`config.mk`:
```
export PLATFORM = sky130hd
export DESIGN_NAME = regfile_param
export DESIGN_NICKNAME = d
export VERILOG_FILES = /design/src/rtl/regfile_param.sv
export SDC_FILE = /design/constraint.sdc
export NUM_CORES = 1
export LEC_CHECK = 0
export CORE_AREA = 2 2 314 316
export DETAILED_ROUTE_END_ITERATION = 7
export DIE_AREA = 0 0 316 318
export HOLD_SLACK_MARGIN = 0.05
export PLACE_DENSITY = 0.7
export SYNTH_ARGS = -nofsm -noshare
export SYNTH_HDL_FRONTEND = slang
export SYNTH_SLANG_ARGS = --single-unit
```
`constraint.sdc`:
```
create_clock -name clk -period 7.9 [get_ports clk]
set_clock_uncertainty 0.15 [all_clocks]
set_input_delay 1.185 -clock clk [delete_from_list [all_inputs] [get_ports clk]]
set_output_delay 1.185 -clock clk [all_outputs]
set_load 0.005 [all_outputs]
```
`src/rtl/regfile_param.sv`:
```
// Parametrised register file with hardwired-zero x0 and a one-entry-per-cycle clear sequencer.
// Optional same-cycle write-to-read forwarding when REGFILE_BYPASS_EN is defined.
module regfile_param #(
  parameter int unsigned XLEN  = 32,
  parameter int unsigned NREGS = 32,
  parameter int unsigned AW    = $clog2(NREGS)
) (
  input  logic            clk,
  input  logic            rst,
  input  logic [AW-1:0]   A1,
  input  logic [AW-1:0]   A2,
  input  logic [AW-1:0]   A3,
  input  logic [XLEN-1:0] WD3,
  input  logic            WE3,
  input  logic            clr_req,
  output logic [XLEN-1:0] RD1,
  output logic [XLEN-1:0] RD2,
  output logic            ready,
  output logic            wr_drop
);

  localparam logic [0:0] S_CLEAR = 1'b0;
  localparam logic [0:0] S_READY = 1'b1;

  // Elaboration-time parameter sanity
  generate
    if (XLEN < 8) begin : g_bad_xlen
      $error("regfile_param: XLEN must be >= 8");
    end
    if ((NREGS < 4) || ((NREGS & (NREGS - 1)) != 0)) begin : g_bad_nregs
      $error("regfile_param: NREGS must be a power of two >= 4");
    end
    if (AW != $clog2(NREGS)) begin : g_bad_aw
      $error("regfile_param: AW must equal clog2(NREGS)");
    end
  endgenerate

  logic [0:0]      state, state_next;
  logic [AW-1:0]   clr_idx, clr_idx_next;
  logic            ready_next;
  logic            wr_drop_next;
  logic            mem_we;
  logic [AW-1:0]   mem_addr;
  logic [XLEN-1:0] mem_data;
  logic [XLEN-1:0] mem [NREGS];
  logic            wr_live;

  // State, sequencer index and flag registers
  always_ff @(posedge clk or posedge rst) begin
    if (rst) begin
      state   <= S_CLEAR;
      clr_idx <= '0;
      ready   <= 1'b0;
      wr_drop <= 1'b0;
    end else begin
      state   <= state_next;
      clr_idx <= clr_idx_next;
      ready   <= ready_next;
      wr_drop <= wr_drop_next;
    end
  end

  // Next state; the single array write port is shared by the clear sequencer and the core
  always_comb begin
    state_next   = state;
    clr_idx_next = clr_idx;
    ready_next   = ready;
    wr_drop_next = 1'b0;
    mem_we       = 1'b0;
    mem_addr     = A3;
    mem_data     = WD3;
    case (state)
      S_CLEAR: begin
        mem_we       = 1'b1;
        mem_addr     = clr_idx;
        mem_data     = '0;
        clr_idx_next = clr_idx + AW'(1);
        wr_drop_next = WE3;
        if (clr_idx == AW'(NREGS - 1)) begin
          state_next = S_READY;
          ready_next = 1'b1;
        end
      end
      S_READY: begin
        mem_we = WE3 && (A3 != '0);
        if (clr_req) begin
          state_next   = S_CLEAR;
          ready_next   = 1'b0;
          clr_idx_next = '0;
        end
      end
      default: begin
        state_next   = S_CLEAR;
        clr_idx_next = '0;
        ready_next   = 1'b0;
      end
    endcase
  end

  // Storage has no reset; the sequencer zeroes it after every reset or clear request
  always_ff @(posedge clk) begin
    if (mem_we) begin
      mem[mem_addr] <= mem_data;
    end
  end

  assign wr_live = ready && WE3 && (A3 != '0);

  // Read ports: masked to zero until cleared and for x0
  always_comb begin
    RD1 = '0;
    RD2 = '0;
    if (ready && (A1 != '0)) begin
`ifdef REGFILE_BYPASS_EN
      RD1 = (wr_live && (A3 == A1)) ? WD3 : mem[A1];
`else
      RD1 = mem[A1];
`endif
    end
    if (ready && (A2 != '0)) begin
`ifdef REGFILE_BYPASS_EN
      RD2 = (wr_live && (A3 == A2)) ? WD3 : mem[A2];
`else
      RD2 = mem[A2];
`endif
    end
  end

`ifndef REGFILE_BYPASS_EN
  logic unused_wr_live;
  assign unused_wr_live = wr_live;
`endif

endmodule

```
After elaboration in Yosys (flattened, before gate mapping)
Memory sizes are Yosys's and may differ from the RTL's.
Index checks and enable logic that the tools add are counted.
{"block": "totals", "ram_bits": 1024, "word_cells": 33, "reg_bits": 8, "memories": 1, "output_inout_bits": 66, "input_bits": 51}
{"memory": "mem", "depth": 32, "width": 32, "rd": 2, "rd_clocked_by_memory_dff": 0, "wr": 1, "line_no": "45", "rtl": "logic [XLEN-1:0] mem [NREGS];"}
{"block": "classes", "addsub": 1, "n_reduce_logical": 7, "n_bitwise": 1, "n_mux": 16, "eq_ne": 3}
{"operator": "$mux 32", "count": 3}
{"operator": "$reduce_bool 5->1", "count": 3}
{"operator": "$mux 5", "count": 2}
{"operator": "$pmux 5 s2", "count": 1}
{"operator": "$mux 1", "count": 7}
{"operator": "$pmux 1 s2", "count": 3}
{"operator": "$add 5x1->5 const B", "count": 1}
{"operator": "$eq 5x5->1 const B", "count": 1}
{"operator": "$ne 2x2->1 const B", "count": 2}
{"operator": "$logic_and 1x1->1", "count": 3}
{"operator": "$reduce_and 2->1", "count": 1}
{"operator": "$not 1->1", "count": 1}

Longest topological paths before layout
{"block": "depth", "word_depth": 5, "depth_mapped": 8, "mapped_depth_nobuf": 5}

Worst setup path after synthesis
OpenSTA, ideal clock, no wires.
{"block": "synth_path", "kind": "input to output", "from": "input port A2[1]", "to": "output port RD2[10]", "path_buffers": 3, "path_slack_ps": 3995, "t_arrival_ps": 2570, "required_time_ps": 6565, "stages": 7, "cell_sequence": "buf_2 > buf_6 > clkbuf_1 > mux4_2 > a22o_1 > a31oi_1 > nand4_1"}
{"block": "synth_between", "elab_chain_len": 3, "word_cells_on_any_way": 4, "classes_between": "mux: 1; reduce/logical: 2; memory: 1"}
{"item": "start: declaration", "line_no": "11", "rtl": "input logic [AW-1:0] A2,"}
{"item": "parallel branches: the longest is 2 deep, another holds $mem_v2 32x32"}
{"item": "$mux 32 (*)", "line_no": "120", "rtl": "if (ready && (A2 != '0)) begin"}
{"item": "end: declaration", "line_no": "17", "rtl": "output logic [XLEN-1:0] RD2,"}
Mark *: on every way between the ends.

Final worst setup path
{"block": "layout_path", "from": "input port A1[1]", "to": "output port RD1[0]"}
{"block": "layout_between", "elab_chain_len": 3, "word_cells_on_any_way": 4, "classes_between": "mux: 1; reduce/logical: 2; memory: 1"}
{"item": "start: declaration", "line_no": "10", "rtl": "input logic [AW-1:0] A1,"}
{"item": "parallel branches: the longest is 2 deep, another holds $mem_v2 32x32"}
{"item": "$mux 32 (*)", "line_no": "113", "rtl": "if (ready && (A1 != '0)) begin"}
{"item": "end: declaration", "line_no": "16", "rtl": "output logic [XLEN-1:0] RD1,"}
Marked as above.

==> summary.md <==
| Metric | Value |
|---|---|
| Post-Route Setup TNS | 0 ps |
| Setup WS post-layout | 1890 ps |
| Portion of the clock cycle consumed by the worst path in the final layout | 0.760 |
| Num CTS Buffers | 98 |
| Post-layout util | 0.554 |
| Top-area cell type share of the netlist area | 0.638 |
| CP endpoint kind | output port |
| Net count reported at finish | approximately 3,000 |
| CP Class | input port to output port |
| I/O Pins | 117 |
| Layout cell share with drive strength beyond 1 | 0.182 |
| H-tree level count | 3 |
| Stage delay of the slowest cell on the critical path | ~900 ps |
| Unrepaired setup endpoints after global routing | false |
| PD cells | ~270 mW/mm² |
| Count of hold buffers inserted by post-cts repair | 0 |
| Number of sinks driven by the clock tree | 1,032 |
| Vias in the first global route | 31,300 |
| Placement Setup Slack | 1940 ps |
| Flip-flop and latch count after synthesis | 1,032 |
| Post-layout instance area | about 0.054 mm² |
| Post-placement cell area | between 0.05 and 0.06 mm² |
| Max Clock Freq | 167 MHz |
| FF-to-FF setup slack | around 4500 ps |
| Top cells by instance count after synthesis | sky130_fd_sc_hd__edfxtp_1, sky130_fd_sc_hd__mux2i_1, sky130_fd_sc_hd__a22oi_1 |
| Library cell contributing the largest single delay on the critical path | sky130_fd_sc_hd__buf_4 |
| Xor/xnor cell area share of the yosys netlist | 0.000182 |
| Critical Path RT | 6570 ps |
| Kind of start point of the critical path | input port |
| Clock root buffer master | sky130_fd_sc_hd__clkbuf_16 |
| Effective utilization at floorplan | 0.494 |
| Detailed-route wire length per cell | ~36 µm |
| Remaining Overflow, GRT | 0 |
| Biggest area consumer among synthesized cells | sky130_fd_sc_hd__edfxtp_1 |
| Adder and majority gate portion of the synthesized area | 0.000520 |
| Die X | approximately 320 µm |
| Relative slew slack | 0.0887 |
| Highest ir drop seen on vdd | 0.369 mV |
| Final count of hold timing violations | 0 |
| Final setup violating endpoints | 0 |
| Overall track demand over capacity in global routing | 0.308 |
| Antenna diode instance count | 0 |
| Detailed-route via count | 30,700 |
| Total nets after synthesis | a little under 3,000 |
| Maximum capacitance violations | 0 |
| Number of antenna-violating nets in the routed design | 0 |
| Mean number of vias per cell | between 7 and 8 |
| Register clock-pin slew on the reported worst setup and hold paths | 60 ps |
| Synthesized area divided by synthesized cell count | 17.0 µm² |
| Synth top area cells | sky130_fd_sc_hd__edfxtp_1, sky130_fd_sc_hd__mux4_2, sky130_fd_sc_hd__mux2i_1 |
| Kind of path behind the tightest hold check | flip-flop to flip-flop |
| Number of standard-cell rows in the floorplan | 115 |
| Actual transition at the worst max-transition pin | 1360 ps |
| Count of final max-slew check failures | 0 |
| Top-count cell post-synth | sky130_fd_sc_hd__edfxtp_1 |
| Main combinational cell family by area after synthesis | multiplexers |
| Simple-gate share of the synthesized area | 0.0412 |
| Highest fanout seen on the critical path | a little over 80 |
| Area growth from synthesis to final layout | 12.1% |
| Number of DRC markers after the initial detailed-route iteration | 4,775 |
| Total of buffers placed on input and output ports | 116 |
| WP data arrival | ~4700 ps |
| Portion of netlist area occupied by mux cells | 0.227 |
| First drt pass iteration count | 7 |
| Leakage power figure | 0.0183 µW |
| Post-synthesis instance total | 2,840 |
| DRC violation count after routing | 0 |
| Primary FF master, synth | sky130_fd_sc_hd__edfxtp_1 |
| Clock period minus final worst setup slack | 6010 ps |
| Total half-perimeter wirelength after legalization and detailed placement | 87,700 µm |
| Initial antenna violation count | 5 |
| Number of gates given a new drive strength after cts | 0 |
| Routability congestion estimate from global placement | 0.854 |
| Cell-by-cell listing of the critical path | buf_8 -> buf_4 -> mux4_2 -> a22o_1 -> a31oi_1 -> nand4_1 -> clkdlybuf4s50_1 |
| Die Y-Extent | 318 µm |
| Total Wirelength | 155,000 µm |
| Async set or reset register ratio after synthesis | 0.00775 |
| Sum of buffers and inverters on the critical path | 3 |
| Largest net degree at the start of global routing | 84 |
| Library cells used by synthesis | 42 |
| Placeable Area | 0.0974 mm² |
| Count of flip-flops with a built-in enable after synthesis | 1,024 |
| Post-synthesis compound-gate area fraction | 0.0624 |
| Clock latency reported for the late side of the worst-skew pair | roughly 660 ps |
| Die Footprint | 0.100 mm² |
| Cell area after synthesis | just under 0.05 mm² |
| Power after layout | 14,700 µW |
| CTS tree | yes |
| Setup Fix Bufs, Post-CTS | 0 |
| Crit path max-delay family | buffers and inverters |
| Global-route wire length before repair | 221,000 µm |
| Yosys warning total | 0 |
| Sequential cell area fraction in the yosys report | 0.643 |
| Outcome | completed |
| Maximum clock insertion buffer count | 3 |
==> placed cells by master, fill, tap and decap left out, types with 8 or more instances in the layout <==
cell                              Yosys  layout
sky130_fd_sc_hd__bufinv_16            0      12
sky130_fd_sc_hd__a31oi_1             56      56
sky130_fd_sc_hd__nand4_1             64      64
sky130_fd_sc_hd__and2_1              38      34
sky130_fd_sc_hd__a22oi_1            265     265
sky130_fd_sc_hd__buf_4               39      81
sky130_fd_sc_hd__mux2i_1            523     523
sky130_fd_sc_hd__nor2_4               0      40
sky130_fd_sc_hd__inv_1                8       8
sky130_fd_sc_hd__nand2_1             73      73
sky130_fd_sc_hd__clkinv_2             0      15
sky130_fd_sc_hd__clkbuf_16            0     103
sky130_fd_sc_hd__mux4_2             252     252
sky130_fd_sc_hd__clkinv_1             0      20
sky130_fd_sc_hd__nor2b_4              0       8
sky130_fd_sc_hd__clkdlybuf4s50_1      0     110
sky130_fd_sc_hd__edfxtp_1          1024    1024
sky130_fd_sc_hd__nand3_1            138     138
sky130_fd_sc_hd__clkbuf_1            93      19
sky130_fd_sc_hd__a22o_1              57      57
==> power breakdown <==
group	switching [µW]	leakage (µW)	total (µW)	internal, µW
clock	2040	0.00157	4810	2760
combinational	1860	0.00713	2760	895
sequential	290	0.00962	7170	6880
total	4190	0.0183	14700	10500
==> registers in the layout (all words and copies together), names as in the netlist <==
signal and count:
mem 1024, clr_idx 5, ready 1, state 1, wr_drop 1
==> layer usage <==
metal  wire length [µm]  global-route usage  up-vias
met5                 65                   0        -
met4               8210               0.142       10
met3              20100              0.0782      542
met2              70900               0.470     2464
met1              55500               0.415    15700
li1                   -                   -    12000
==> metrics by stage <==
| step | std cells | hold WS [ps] |
|---|---|---|
| after floorplan | 2840 | 366 |
| after global placement | 4089 | 418 |
| after detailed placement | 4089 | 456 |
| after CTS | 4268 | 472 |
| after global routing | 4268 | 507 |
| final | 4268 | 468 |
==> layout make-up <==
class,count,area [µm²]
Fill cell,7303,43400
Sequential cell,1032,31000
Multi-Input combinational cell,1565,16400
Clock buffer,122,2650
Timing Repair Buffer,197,1800
Tap cell,1287,1610
Clock inverter,57,591
Inverter,8,30.0
==> cell families (layout without fill, tap and decap cells) <==
logic type / Yosys count / after routing
compound gates: 401 / 401
xor+xnor: 1 / 1
fa+ha+maj: 2 / 2
buf+inv: 243 / 384
flops: 1032 / 1032
mux: 777 / 777
simple gates: 384 / 384
==> final timing paths <==
path | cells after the start | startpoint | to
min in group asynchronous | 2 | rst | wr_drop$_DFF_PP0_
max in group asynchronous | 2 | rst | state$_DFF_PP0_
worst min register to register | 1 | clr_idx[0]$_DFFE_PP0P_ | clr_idx[0]$_DFFE_PP0P_
worst min-delay path | 1 | clr_idx[0]$_DFFE_PP0P_ | clr_idx[0]$_DFFE_PP0P_
worst max register to register | 5 | state$_DFF_PP0_ | mem[8][18]$_DFFE_PP_
worst max-delay path | 7 | A1[1] | RD1[0]
==> worst register-to-register path, cell delays in order (launching register included) <==
cell                      delay (ps)
sky130_fd_sc_hd__dfrtp_2         580
sky130_fd_sc_hd__nand2_1          90
sky130_fd_sc_hd__o32ai_1         330
sky130_fd_sc_hd__nand2_1         520
sky130_fd_sc_hd__nor2_4          750
sky130_fd_sc_hd__buf_4           560
Power figures use the tool's default switching activity.
